[src/rtl/processor_pkg.sv]
// Shared definitions for the 8-bit accumulator processor.
// Contents: opcode constants, A-mux select encodings, the controller state
// encoding and an opcode-to-execute-state helper.
package processor_pkg;

  localparam logic [2:0] OP_LOAD  = 3'b000;
  localparam logic [2:0] OP_STORE = 3'b001;
  localparam logic [2:0] OP_ADD   = 3'b010;
  localparam logic [2:0] OP_SUB   = 3'b011;
  localparam logic [2:0] OP_INPUT = 3'b100;
  localparam logic [2:0] OP_JZ    = 3'b101;
  localparam logic [2:0] OP_JPOS  = 3'b110;
  localparam logic [2:0] OP_HALT  = 3'b111;

  localparam logic [1:0] ASEL_SUB   = 2'd0;
  localparam logic [1:0] ASEL_INPUT = 2'd1;
  localparam logic [1:0] ASEL_MEM   = 2'd2;
  localparam logic [1:0] ASEL_ZERO  = 2'd3;

  typedef enum logic [3:0] {
    S_START      = 4'd0,
    S_FETCH      = 4'd1,
    S_DECODE     = 4'd2,
    S_LOAD       = 4'd3,
    S_STORE      = 4'd4,
    S_ADD        = 4'd5,
    S_SUB        = 4'd6,
    S_INPUT_WAIT = 4'd7,
    S_INPUT_LOAD = 4'd8,
    S_JZ         = 4'd9,
    S_JPOS       = 4'd10,
    S_HALT       = 4'd11
  } state_t;

  // Maps an opcode to the state that executes it (INPUT enters its wait state).
  function automatic state_t decode_op(input logic [2:0] op);
    case (op)
      OP_LOAD:  return S_LOAD;
      OP_STORE: return S_STORE;
      OP_ADD:   return S_ADD;
      OP_SUB:   return S_SUB;
      OP_INPUT: return S_INPUT_WAIT;
      OP_JZ:    return S_JZ;
      OP_JPOS:  return S_JPOS;
      default:  return S_HALT;
    endcase
  endfunction

endpackage

[src/rtl/enter_sync_edge.sv]
// Enter key synchroniser and rising-edge detector.
// Ports: clk, clear (async active-high reset), enter (asynchronous key),
//        enter_pulse (one-cycle pulse on a synchronised rising edge).
module enter_sync_edge (
  input  logic clk,
  input  logic clear,
  input  logic enter,
  output logic enter_pulse
);

  logic sync1;
  logic sync2;
  logic delayed;

  always_ff @(posedge clk or posedge clear) begin
    if (clear) begin
      sync1   <= 1'b0;
      sync2   <= 1'b0;
      delayed <= 1'b0;
    end else begin
      sync1   <= enter;
      sync2   <= sync1;
      delayed <= sync2;
    end
  end

  assign enter_pulse = sync2 & ~delayed;

endmodule

[src/rtl/control_unit.sv]
// Fetch/decode/execute controller for the 8-bit accumulator processor.
// Inputs : clk, clear (async active-high reset), IR (instruction register),
//          Aeq0/Apos (accumulator flags), Enter (asynchronous user key).
// Outputs: IRload, PCload, JMPmux, clearPC, Meminst, MemWr, Asel, loadA,
//          clearA, sub, Halt (datapath controls), state (debug code),
//          instr_count (retired instructions, wraps).
module control_unit
  import processor_pkg::*;
#(
  parameter int N     = 8,
  parameter int CNT_W = 8
) (
  input  logic             clk,
  input  logic             clear,
  input  logic [N-1:0]     IR,
  input  logic             Aeq0,
  input  logic             Apos,
  input  logic             Enter,
  output logic             IRload,
  output logic             PCload,
  output logic             JMPmux,
  output logic             clearPC,
  output logic             Meminst,
  output logic             MemWr,
  output logic [1:0]       Asel,
  output logic             loadA,
  output logic             clearA,
  output logic             sub,
  output logic             Halt,
  output logic [3:0]       state,
  output logic [CNT_W-1:0] instr_count
);

  state_t     cur_state;
  state_t     next_state;
  logic [2:0] opcode;
  logic       enter_pulse;
  logic       unused_addr;

  assign opcode      = IR[N-1:N-3];
  // The address field drives the datapath directly; the controller ignores it.
  assign unused_addr = ^IR[N-4:0];
  assign state       = cur_state;

  enter_sync_edge u_enter (
    .clk         (clk),
    .clear       (clear),
    .enter       (Enter),
    .enter_pulse (enter_pulse)
  );

  always_ff @(posedge clk or posedge clear) begin
    if (clear) cur_state <= S_START;
    else       cur_state <= next_state;
  end

  // Every path into FETCH other than from START retires one instruction.
  always_ff @(posedge clk or posedge clear) begin
    if (clear) begin
      instr_count <= '0;
    end else if (next_state == S_FETCH && cur_state != S_START) begin
      instr_count <= instr_count + CNT_W'(1);
    end
  end

  always_comb begin
    next_state = S_START;
    IRload     = 1'b0;
    PCload     = 1'b0;
    JMPmux     = 1'b0;
    clearPC    = 1'b0;
    Meminst    = 1'b0;
    MemWr      = 1'b0;
    Asel       = ASEL_SUB;
    loadA      = 1'b0;
    clearA     = 1'b0;
    sub        = 1'b0;
    Halt       = 1'b0;
    case (cur_state)
      S_START: begin
        clearA     = 1'b1;
        clearPC    = 1'b1;
        next_state = S_FETCH;
      end
      S_FETCH: begin
        Meminst    = 1'b1;
        IRload     = 1'b1;
        PCload     = 1'b1;
        next_state = S_DECODE;
      end
      S_DECODE: begin
        next_state = decode_op(opcode);
      end
      S_LOAD: begin
        Asel       = ASEL_MEM;
        loadA      = 1'b1;
        next_state = S_FETCH;
      end
      S_STORE: begin
        MemWr      = 1'b1;
        next_state = S_FETCH;
      end
      S_ADD: begin
        loadA      = 1'b1;
        next_state = S_FETCH;
      end
      S_SUB: begin
        sub        = 1'b1;
        loadA      = 1'b1;
        next_state = S_FETCH;
      end
      S_INPUT_WAIT: begin
        Asel       = ASEL_INPUT;
        next_state = enter_pulse ? S_INPUT_LOAD : S_INPUT_WAIT;
      end
      S_INPUT_LOAD: begin
        Asel       = ASEL_INPUT;
        loadA      = 1'b1;
        next_state = S_FETCH;
      end
      S_JZ: begin
        JMPmux     = 1'b1;
        PCload     = Aeq0;
        next_state = S_FETCH;
      end
      S_JPOS: begin
        JMPmux     = 1'b1;
        PCload     = Apos;
        next_state = S_FETCH;
      end
      S_HALT: begin
        Halt       = 1'b1;
        next_state = S_HALT;
      end
      default: next_state = S_START;
    endcase
  end

endmodule

[config.mk]
export PLATFORM = sky130hd
export DESIGN_NAME = control_unit
export DESIGN_NICKNAME = d
export VERILOG_FILES = /design/src/rtl/processor_pkg.sv /design/src/rtl/enter_sync_edge.sv /design/src/rtl/control_unit.sv
export SDC_FILE = /design/constraint.sdc
export NUM_CORES = 1
export LEC_CHECK = 0
export ABC_AREA = 1
export BUFFER_PORTS_ARGS = -buffer_cell sky130_fd_sc_hd__buf_2
export CAP_MARGIN = 5
export CELL_PAD_IN_SITES_DETAIL_PLACEMENT = 0
export CELL_PAD_IN_SITES_GLOBAL_PLACEMENT = 2
export CORE_MARGIN = 3
export CORE_UTILIZATION = 26
export CTS_CLUSTER_DIAMETER = 60
export DETAILED_ROUTE_END_ITERATION = 12
export PLACE_DENSITY_LB_ADDON = 0.1
export SKIP_CTS_REPAIR_TIMING = 1
export SLEW_MARGIN = 20
export SYNTH_ARGS = -nofsm -noshare
export SYNTH_HDL_FRONTEND = slang
export SYNTH_SLANG_ARGS = --single-unit
[constraint.sdc]
create_clock -name clk -period 3.4 [get_ports clk]
set_input_delay 0.17 -clock clk [delete_from_list [all_inputs] [get_ports clk]]
set_output_delay 0.17 -clock clk [all_outputs]
set_load 0.01 [all_outputs]
==> results.cfg <==
[run_status]
status = finished with violations
violations = hold timing

[setup_path]
timing.rr.end = instr_count[4]
worst_setup_path_end_kind = flip-flop
cp_max_fo = 11
rr_startpoint = state[2]
reg2reg_slack_ns = 1.63
cp.arrival_ns = 1.91
critPathLaunch = state[2]
critPathKind = reg2reg
endpoint = instr_count[4]
cp.required_ns = 3.54
crit_path_start_kind = flip-flop
reg2reg_depth = 8

[route]
via_count = 944
ant_nets = 0
drc = 0
drtIter0Drc = 67
drt-wirelength-per-cell_microns = 10.84
dr.pass1.iters = 4
via_per_inst = 4.271
postRouteWirelength_microns = 2395

[logic_synthesis]
synth.avg_cell_area_sq_um = 6.720
synth_fp_nets = 157
synth_top_area_share_pct = 39.06
synth-main-ff-cell = dfrtp_1
synth-edff-count = 0
async_flop_share_pct = 100.0
synth_warnings = 0
ys_seq_area_share_pct = 39.06
yosysTopAreaCell = dfrtp_1
netlist_area_sq_um = 960.9
synth.area.top_cells = dfrtp_1 (39%), nand2_1 (19%), inv_1 (10%)
synth.distinct_cells = 20
synth_cells = 143
synth_seq_cells = 15

[power_and_ir_drop]
ir_worst_vdd_uv = 252.6
power.leakage_uw = 0.0007528
power_uw = 1016
p_per_area_nw_per_um2 = 847.5

[min_path]
worstHoldPathType = in2async

[timing]
maxSlewHeadroom_pct = 61.32
setup_tns_ns = 0
slew_violations = 0
setup_viol = 0
hold_viol = 15
fmax_ghz = 0.5652
worst_slew_pin_slew_ns = 0.5796
rsz0062_at_grt = no
finClkSkew_ns = 0.002499
fin_crit_sh_pct = 52.04
finalCriticalPeriod_ns = 1.769
hold-worst-slack_ns = -0.02819
fin_ws_ns = 1.631

[job]
drv_cap = 0

[finish]
multi_input_area_sq_um = 467.9
drive_above_1_share_pct = 22.86
regArea_sq_um = 375.4
final_cell_mix = nand2_1 (49), buf_2 (31), inv_1 (26), nand3_1 (15), dfrtp_1 (15)
syn2layout_area_growth_pct = 24.74
postLayoutCellArea_sq_um = 1199
fillers = 392
num_antenna_cells = 0
layout_commonest_cell = nand2_1
nNetsFinal = 190

[clock_network]
clk_pin_slew_worst_paths_ns = 0.06
insertion_delay_ns = 0.24
htree_levels = 1
root_buffer = clkbuf_8
cts_tree = done
cts_buffers = 3
cts_sinks = 15
clock_path_buffers = 2

[die]
die_area_sq_um = 4462
die_y_microns = 66.80
fp.dieW_microns = 66.80
ios = 37
coreArea_sq_um = 3442
initial_utilization_pct = 27.92
rows = 21

[grt]
grt_max_degree = 16
antenna_found_initial = 0
grt_overflow_total = 0
track_usage_pct = 12.12
grt_first_pass_wirelength_microns = 4084
grt_pass1_vias = 848

[placed_design]
dp_hpwl_microns = 1823
gp_congestion = 0.7776
placed_cell_area_sq_um = 1154
port_buffers = 31
post-place-ws_ns = 1.604
-- how the worst min path moves through the flow --
stage | from | slack, ns | end
2_1_floorplan | clear | 0.07 | instr_count[0]
3_3_place_gp | clear | 0.28 | state[0]
3_5_place_dp | clear | 0.27 | u_enter.sync1
4_1_cts | clear | 0.008 | u_enter.sync1
5_1_grt | Enter | 0.01 | u_enter.sync1
6_report | clear | -0.03 | u_enter.sync1
-- area by class of cell --
cell class                 count  area share, %
timing repair buffer          31          12.94
multi-input combinational     99          39.04
inverter                      26          8.142
clock buffer                   4          3.758
tap                           46          4.802
sequential                    15          31.32
-- worst max-delay path, cell delays in order, from the launching register on --
cell     delay, ns
dfrtp_1       0.42
nor2_1        0.25
nand2_1       0.34
nand2_1       0.19
nor2_2        0.07
nand2_4       0.15
nand2_4       0.11
nand2_1       0.09
nand2_1       0.05
-- kinds of logic (layout without fill, tap and decap cells) --
kind of cell | Yosys count | after routing | synth area share (%)
buf+inv | 29 | 61 | 12.24
xor+xnor | 3 | 3 | 2.735
flops | 15 | 15 | 39.06
compound gates | 7 | 7 | 4.167
fa+ha+maj | 1 | 1 | 1.302
simple gates | 88 | 88 | 40.49
-- flip-flops by register name, summed over array words and instances, names as in the netlist --
signal,cells
state,4
u_enter.sync1,1
u_enter.delayed,1
instr_count,8
u_enter.sync2,1
-- cell usage after synthesis (2+ instances only) --
library cell,number
nand2_1,49
inv_1,26
dfrtp_1,15
nand3_1,15
nor2_1,12
o21ai_0,4
nor2_2,3
buf_4,2
nand2_4,2
nand3b_1,2
nand4_1,2
nor3_1,2
xor2_1,2
-- where the power goes --
part	leakage [uW]	internal [uW]	switching [uW]
sequential	0.000192	227	57.1
combinational	0.000538	199	387
clock	0.0000228	82.9	62.9
total	0.000753	509	507
-- through the flow --
step / cells / util (%)
CTS: 221 / 34.82
floorplan: 143 / -
finish: 221 / 34.82
global placement: 217 / 33.52
global route: 221 / 34.82
detailed placement: 217 / 33.52
-- routing by layer --
metal | global-route usage [%] | wire (microns) | share of wire [%] | vias up
met1 | 17.70 | 1236 | 52 | 423
met4 | 3.046 | 19 | 0.79 | 0
met2 | 17.57 | 1020 | 43 | 20
met5 | 0 | 0 | 0 | -
li1 | - | - | - | 499
met3 | 3.035 | 119 | 5.0 | 2
Power figures use the tool's default switching activity.
